## config.mk

```make
export PLATFORM = sky130hd
export DESIGN_NAME = fetch_unit
export DESIGN_NICKNAME = d
export VERILOG_FILES = /design/src/rtl/fetch_unit_pkg.sv /design/src/rtl/fetch_unit_addr_check.sv /design/src/rtl/fetch_unit.sv
export SDC_FILE = /design/constraint.sdc
export NUM_CORES = 1
export LEC_CHECK = 0
export BUFFER_PORTS_ARGS = -buffer_cell sky130_fd_sc_hd__buf_4
export CAP_MARGIN = 20
export CORE_ASPECT_RATIO = 0.7
export CORE_MARGIN = 4
export CORE_UTILIZATION = 25
export DETAILED_ROUTE_END_ITERATION = 16
export PLACE_DENSITY_LB_ADDON = 0.25
export SYNTH_ARGS = -nofsm -noshare
export SYNTH_HDL_FRONTEND = slang
export SYNTH_SLANG_ARGS = --single-unit
```

## constraint.sdc

```tcl
create_clock -name clk -period 2.8 [get_ports clk]
set_input_delay 0.56 -clock clk [delete_from_list [all_inputs] [get_ports clk]]
set_output_delay 0.56 -clock clk [all_outputs]
set_load 0.005 [all_outputs]
```

## src/rtl/fetch_unit_pkg.sv

```systemverilog
// Shared definitions for the instruction fetch stage.
//   RESET_PC / HANDLER_PC : default fetch addresses after reset / on exception
//   EXC_NONE / EXC_ADEL   : fetch exception codes carried into D
//   NOP                   : all-zero instruction word used for bubbles
//   ifid_t                : IF/ID pipeline register bundle
package fetch_unit_pkg;

  localparam logic [31:0] RESET_PC   = 32'h0000_3000;
  localparam logic [31:0] HANDLER_PC = 32'h0000_4180;

  localparam logic [4:0]  EXC_NONE   = 5'd0;
  localparam logic [4:0]  EXC_ADEL   = 5'd4;

  localparam logic [31:0] NOP        = 32'h0000_0000;

  typedef struct packed {
    logic [31:0] instr;
    logic [31:0] pc;
    logic        bd;
    logic [4:0]  exc_code;
  } ifid_t;

  // Empty IF/ID entry that still carries a meaningful PC for CP0.
  function automatic ifid_t ifid_bubble(input logic [31:0] pc);
    ifid_t b;
    b.instr    = NOP;
    b.pc       = pc;
    b.bd       = 1'b0;
    b.exc_code = EXC_NONE;
    return b;
  endfunction

endpackage

```

## src/rtl/fetch_unit_addr_check.sv

```systemverilog
// fetch_addr_check: combinational fetch address check (AdEL).
// Built only when FETCH_ADEL_CHECK_EN is defined.
//   pc       in  32  fetch address being presented to instruction memory
//   exc_code out 5   EXC_ADEL if pc is misaligned or outside
//                    [RESET_PC, RESET_PC + 4*2^ADR_BITS), else EXC_NONE
`ifdef FETCH_ADEL_CHECK_EN
module fetch_addr_check #(
  parameter logic [31:0] RESET_PC = fetch_unit_pkg::RESET_PC,
  parameter int          ADR_BITS = 12
) (
  input  logic [31:0] pc,
  output logic [4:0]  exc_code
);
  import fetch_unit_pkg::*;

  // Byte span of instruction memory; 33 bits so a 30-bit word index still fits.
  localparam logic [32:0] SPAN = 33'd4 << ADR_BITS;

  logic [31:0] offset;

  // Addresses below the base wrap to a huge offset, so a single unsigned
  // compare covers both ends of the window.
  assign offset = pc - RESET_PC;

  always_comb begin
    exc_code = EXC_NONE;
    if ((pc[1:0] != 2'b00) || ({1'b0, offset} >= SPAN)) begin
      exc_code = EXC_ADEL;
    end
  end

endmodule
`endif

```

## src/rtl/fetch_unit.sv

```systemverilog
// fetch_unit: PC generator and IF/ID pipeline register.
// Optional feature macro: FETCH_ADEL_CHECK_EN (alignment/range check on the
// fetch PC; when undefined exc_code_d is always 0 and instr_f always captured).
// Ports:
//   clk, reset            clock, synchronous active-high reset
//   stall                 hold PC and IF/ID (ignores redirect_en/branch_in_d)
//   redirect_en/_pc       taken branch/jump in D and its target
//   branch_in_d           D holds a branch/jump: next IF/ID entry is a delay slot
//   exc_req               exception entry (highest priority after reset)
//   eret_req, epc         exception return and its target
//   pc_f, instr_f         fetch PC to instruction memory, returned word
//   instr_d, pc_d, pc8_d  IF/ID instruction, PC, link address (pc_d + 8)
//   bd_d, exc_code_d      delay-slot flag, fetch exception code
module fetch_unit #(
  parameter logic [31:0] RESET_PC   = fetch_unit_pkg::RESET_PC,
  parameter logic [31:0] HANDLER_PC = fetch_unit_pkg::HANDLER_PC
`ifdef FETCH_ADEL_CHECK_EN
  ,
  parameter int          ADR_BITS   = 12
`endif
) (
  input  logic        clk,
  input  logic        reset,
  input  logic        stall,
  input  logic        redirect_en,
  input  logic [31:0] redirect_pc,
  input  logic        branch_in_d,
  input  logic        exc_req,
  input  logic        eret_req,
  input  logic [31:0] epc,
  output logic [31:0] pc_f,
  input  logic [31:0] instr_f,
  output logic [31:0] instr_d,
  output logic [31:0] pc_d,
  output logic [31:0] pc8_d,
  output logic        bd_d,
  output logic [4:0]  exc_code_d
);
  import fetch_unit_pkg::*;

  logic [31:0] pc_p0;
  logic [31:0] pc_next;
  logic [4:0]  fetch_exc;
  ifid_t       fetch_word;
  ifid_t       ifid_p1;

`ifdef FETCH_ADEL_CHECK_EN
  fetch_addr_check #(
    .RESET_PC (RESET_PC),
    .ADR_BITS (ADR_BITS)
  ) u_addr_check (
    .pc       (pc_p0),
    .exc_code (fetch_exc)
  );
`else
  assign fetch_exc = EXC_NONE;
`endif

  // Exception and eret override stall; redirect only counts once D commits.
  always_comb begin
    pc_next = pc_p0 + 32'd4;
    if (exc_req) begin
      pc_next = HANDLER_PC;
    end else if (eret_req) begin
      pc_next = epc;
    end else if (stall) begin
      pc_next = pc_p0;
    end else if (redirect_en) begin
      pc_next = redirect_pc;
    end
  end

  // A faulting fetch enters D as a nop tagged with its exception code.
  always_comb begin
    fetch_word.instr    = (fetch_exc == EXC_NONE) ? instr_f : NOP;
    fetch_word.pc       = pc_p0;
    fetch_word.bd       = branch_in_d;
    fetch_word.exc_code = fetch_exc;
  end

  // ---- stage boundary: F -> D (PC register and IF/ID register) ----
  always_ff @(posedge clk) begin
    if (reset) begin
      pc_p0   <= RESET_PC;
      ifid_p1 <= ifid_bubble(RESET_PC);
    end else begin
      pc_p0 <= pc_next;
      if (exc_req || eret_req) begin
        ifid_p1 <= ifid_bubble(pc_next);
      end else if (!stall) begin
        ifid_p1 <= fetch_word;
      end
    end
  end

  assign pc_f       = pc_p0;
  assign instr_d    = ifid_p1.instr;
  assign pc_d       = ifid_p1.pc;
  assign pc8_d      = ifid_p1.pc + 32'd8;
  assign bd_d       = ifid_p1.bd;
  assign exc_code_d = ifid_p1.exc_code;

endmodule

```

Yosys cells after proc, flatten, opt, wreduce, memory -nomap -nowiden
Cells that the tools add are included.
W data, S select, Z words.
{"block": "totals", "reg_bits": 97, "in_bits": 103, "output_inout_bits": 134, "elab_cells": 15}
{"block": "op_classes", "addsub": 2, "n_eq_ne": 1, "muxes": 6, "n_reduce_logical": 2}
{"operator": "$mux W32", "n": 4}
{"operator": "$mux W38", "n": 2}
{"operator": "$add A32 B3 Y32 const B", "n": 1}
{"operator": "$add A32 B4 Y32 const B", "n": 1}
{"operator": "$ne A2 B1 Y1 const B", "n": 1}
{"operator": "$reduce_or A2 Y1", "n": 1}
{"operator": "$logic_or A1 B1 Y1", "n": 1}

Longest topological paths before layout
{"block": "depth", "word_depth": 6, "depth_mapped": 7, "ltp_nobuf": 6}

Worst setup path before layout
OpenSTA, ideal clock, no wires.
{"block": "synth_timing", "kind": "reg-to-output", "start": "register ifid_p1 (netlist bit pc_d[9])", "end": "output port pc8_d[25]", "t_arrival_ns": 1.580, "required_ns": 2.240, "path_slack_ns": 0.660, "stages_incl_launch_ff": 7, "path_buffers": 1, "path_cell_list": "dfxtp_1 > and4_4 > and4_4 > and4_1 > buf_4 > and4_4 > xor2_2"}
{"block": "synth_via", "elab_chain_cells": 1}
{"element": "start: declaration", "line": "fetch_unit.sv:45", "rtl": "ifid_t ifid_p1;"}
{"element": "start signal: assignment", "line": "fetch_unit.sv:85", "rtl": "ifid_p1 <= ifid_bubble(RESET_PC);"}
{"element": "start signal: assignment", "line": "fetch_unit.sv:89", "rtl": "ifid_p1 <= ifid_bubble(pc_next);"}
{"element": "start signal: assignment", "line": "fetch_unit.sv:91", "rtl": "ifid_p1 <= fetch_word;"}
{"element": "$add A32 B4 Y32", "line": "fetch_unit.sv:99", "rtl": "assign pc8_d = ifid_p1.pc + 32'd8;"}
{"element": "end: declaration", "line": "fetch_unit.sv:35", "rtl": "output logic [31:0] pc8_d,"}
Every way passes these cells.

Worst setup path in the final report
{"block": "layout_timing", "start": "register ifid_p1 (netlist bit pc_d[11])", "end": "output port pc8_d[25]"}
The elaborated chain is that of the path after synthesis.

==> reports/metrics.csv <==
stage,metric,value,unit
status,status,finished clean,
synthesis,Syn Inst Count,644,
floorplanning,floorplan core area,20980,um^2
worst_setup_path,critical path's slowest cell,sky130_fd_sc_hd__dfxtp_1,
worst_setup_path,stages on the worst setup path,6,
detailed_routing,Detailed Route Iter0 Violations,348,
timing,relative max-transition margin,0.3628,
grt,total gr overflow,0,
finish,number of nets in the layout,969,
worst_setup_path,CP Launch Type,flip-flop,
floorplanning,Chip Height,130.9,um
synthesis,"top cells by area, synth","sky130_fd_sc_hd__dfxtp_1, sky130_fd_sc_hd__mux2i_1, sky130_fd_sc_hd__nor2_1, sky130_fd_sc_hd__o21ai_0, sky130_fd_sc_hd__nand2_1",
worst_setup_path,kind of critical path,flip-flop to primary output,
cts,CTS Buf Count,9,
floorplanning,x dimension of the die,183.5,um
synthesis,synth cell count leaders,"sky130_fd_sc_hd__dfxtp_1, sky130_fd_sc_hd__nor2_1, sky130_fd_sc_hd__mux2i_1",
worst_setup_path,Critical Path Most Common Cell,sky130_fd_sc_hd__and4_4,
synthesis,prevailing post-synth register cell,sky130_fd_sc_hd__dfxtp_1,
finish,P&R area growth vs syn,44.03,%
timing,Fin. Hold Viols,0,
finish,non-filler instance count after layout,1145,
synthesis,most frequent cell after synthesis,sky130_fd_sc_hd__dfxtp_1,
worst_hold_path,hold path depth,3,
placement,RD Place Congestion,0.8329,
cts,clock transition at the registers of the reported paths,70,ps
detailed_routing,routed wire length on met3,2052,um
finish,layout cell share with drive strength beyond 1,0.3429,
worst_setup_path,maximum net fanout on the critical path,7,
floorplanning,boundary pin count,237,
timing,Clock Skew,6.914,ps
worst_setup_path,"slowest stage delay, CP",420,ps
floorplanning,overall die area,24010,um^2
worst_setup_path,data required time of the worst path,2240,ps
finish,Sequential Area,1942,um^2
synthesis,synth warn,0,
grt,total routing resource utilization after global routing,0.1819,
worst_setup_path,Crit path arrival time,2140,ps
timing,total of endpoints with negative setup slack in the final report,0,
detailed_routing,number of vias per cell after detailed routing,5.027,
finish,final core area utilization,0.3701,
cts,number of sinks on the clock net,97,
detailed_routing,wire length reported by the detailed router,22850,um
detailed_routing,detailed-route via count,5756,
cts,root cell of the clock tree,sky130_fd_sc_hd__clkbuf_16,
synthesis,number of flops mapped to enable cells by yosys,0,
run,count of max-cap constraint violations,0,
power_and_ir_drop,static power due to leakage,0.003429,uW
timing,total count of max-transition violations in the final report,0,
synthesis,largest area contributor in the netlist,sky130_fd_sc_hd__dfxtp_1,
timing,final worst-path cycle share,0.9634,
power_and_ir_drop,power per cell area,453.0,nW/um^2
synthesis,Synth Area per Inst,8.370,um^2
power_and_ir_drop,maximum ir drop on the vdd rail,295.1,uV
finish,antenna diode instance count,0,
synthesis,portion of the post-synthesis area used by sequential elements,0.3603,
finish,Multi-input gate area,3177,um^2
worst_setup_path,buffers plus inverters on the worst setup path,1,
timing,maximum operating frequency,370.7,MHz
grt,number of global-route vias before repair,5568,
synthesis,"FFs w/ async S/R, synth",0,
floorplanning,starting utilization of the core area,0.2570,
grt,antenna violations before repair,1,
cts,number of post-CTS setup repair buffers,0,
floorplanning,Cell Rows,44,
synthesis,combined area of all synthesized cells,5390,um^2
timing,min Tclk post-route,2697,ps
detailed_routing,met2 wire len,9525,um
detailed_routing,met1 routed wirelength after detailed routing,11060,um
grt,pin count of the biggest net entering global routing,45,
detailed_routing,average wire length per cell after detail routing,19.96,um
cts,clock latency on the worst-skew pair,350,ps
synthesis,Yosys top cell area share,0.3603,
worst_setup_path,number of cells on the worst reg-to-reg path,6,
placement,Placed Instances,1129,
worst_setup_path,list of cells traversed by the critical path,and4_4 -> and4_4 -> and4_4 -> and4_4 -> xor2_2 -> buf_4,
timing,worst-margin pin slew,952.3,ps
finish,number of filler instances in the final layout,2233,
detailed_routing,post-route ant nets,0,
worst_setup_path,kind of cell adding the most delay to the critical path,simple AND/OR/NAND/NOR gates,
timing,setup repair after global routing missed its margin,no,
cts,deepest clock path buffer count,2,
detailed_routing,DR DRC count,0,
synthesis,number of distinct standard cells referenced by the synthesized netlist,65,
grt,first-pass GRT wire length,33800,um
worst_hold_path,Hold Path Class,primary input to flip-flop,
worst_setup_path,endpoint type of the worst setup path,primary output,
placement,# port buffers,231,
cts,total number of H-tree levels,3,
detailed_routing,Initial DRT Pass Iterations,5,
detailed_routing,uppermost metal layer occupied by signal nets,met5,
synthesis,flip-flop and latch count after synthesis,97,
placement,placed wire-length estimate,17460,um
cts,CTS tree,built,
## stage by stage
step | cell area [um^2] | hold WS [ps] | worst slack [ps] | TNS (ps) | total power, uW
2_1_floorplan | 5405 | 488.4 | 659.9 | 0 | 1798
3_3_place_gp | 7418 | 478.0 | 323.2 | 0 | 2143
3_5_place_dp | 7418 | 489.5 | 291.0 | 0 | 2144
4_1_cts | 7749 | 383.1 | -9.329 | -10.08 | 3573
5_1_grt | 7764 | 402.0 | 8.417 | 0 | 3671
6_report | 7764 | 408.6 | 102.6 | 0 | 3517
## worst min-delay path: stages
cell	delay, ps
sky130_fd_sc_hd__buf_4	80
sky130_fd_sc_hd__nand2_1	40
sky130_fd_sc_hd__o21ai_0	50
## metal layers
layer / GRT usage / vias up
met2: 0.2660 / 230
met4: 0.03284 / 2
met3: 0.05755 / 15
met5: 0 / -
met1: 0.2644 / 2732
li1: - / 2777
## cell type report
class | count | area share
sequential | 97 | 0.2501
multi-input combinational | 488 | 0.4092
inverter | 11 | 0.005318
tap | 276 | 0.04448
timing repair buffer | 257 | 0.2485
clock inverter | 6 | 0.01160
clock buffer | 10 | 0.03078
## cell usage in the layout (no fill, tap or decap), types with 3 or more instances in the layout
cell type,instances
sky130_fd_sc_hd__nor4_2,3
sky130_fd_sc_hd__o21ai_0,45
sky130_fd_sc_hd__a21oi_1,39
sky130_fd_sc_hd__buf_4,257
sky130_fd_sc_hd__clkbuf_16,9
sky130_fd_sc_hd__and3_1,8
sky130_fd_sc_hd__o21a_1,4
sky130_fd_sc_hd__and4_4,4
sky130_fd_sc_hd__a211oi_1,9
sky130_fd_sc_hd__inv_1,10
sky130_fd_sc_hd__o211ai_1,3
sky130_fd_sc_hd__o32ai_1,3
sky130_fd_sc_hd__nor3_1,10
sky130_fd_sc_hd__and4_1,8
sky130_fd_sc_hd__mux2_2,6
sky130_fd_sc_hd__dfxtp_1,97
sky130_fd_sc_hd__nand2_1,58
sky130_fd_sc_hd__conb_1,5
sky130_fd_sc_hd__nor2_1,74
sky130_fd_sc_hd__nor2b_1,3
sky130_fd_sc_hd__xnor2_1,24
sky130_fd_sc_hd__mux2i_1,63
sky130_fd_sc_hd__o22ai_1,11
sky130_fd_sc_hd__nand3_1,20
sky130_fd_sc_hd__nor4_1,12
sky130_fd_sc_hd__a221oi_1,10
sky130_fd_sc_hd__o31a_1,5
sky130_fd_sc_hd__xor2_1,7
sky130_fd_sc_hd__nand4_1,11
## repair_timing
item	4_1_cts	5_1_grt
endpoints found under the setup margin	5	9
hold buffers	0	0
hold endpoints to repair	0	0
resized for setup	1	3
## sequential cells by signal, summed over array words and instances (netlist names)
name	count
instr_d	32
pc_d	32
pc_f	32
bd_d	1
## power breakdown
part / total [uW] / internal [uW] / switching, uW
clock network: 1400 / 812 / 592
registers: 1520 / 1430 / 84.3
logic: 596 / 313 / 282
total: 3520 / 2560 / 959
## cell families after synthesis
group,Yosys count,synth area share
AND/OR/NAND/NOR,228,0.2143
AO/OA/AOI/OAI,152,0.1808
flip-flops,97,0.3603
multiplexers,69,0.1295
buffers and inverters,63,0.05641
XOR/XNOR,32,0.05339
adder cells (fa/ha/maj),2,0.004642
other,1,0.0006957
## final timing paths
path	from	endpoint	slack, ps
hold / removal	epc[27]	pc_d[27]$_SDFFE_PP0P_	410
setup / recovery	pc_d[11]$_SDFFE_PP0P_	pc8_d[25]	100
setup reg to reg	pc_f[2]$_SDFF_PP0_	pc_f[26]$_SDFF_PP0_	630
hold reg to reg	instr_d[20]$_SDFFE_PP0N_	instr_d[20]$_SDFFE_PP0N_	500
No activity file was read; power rests on OpenSTA's default activity.
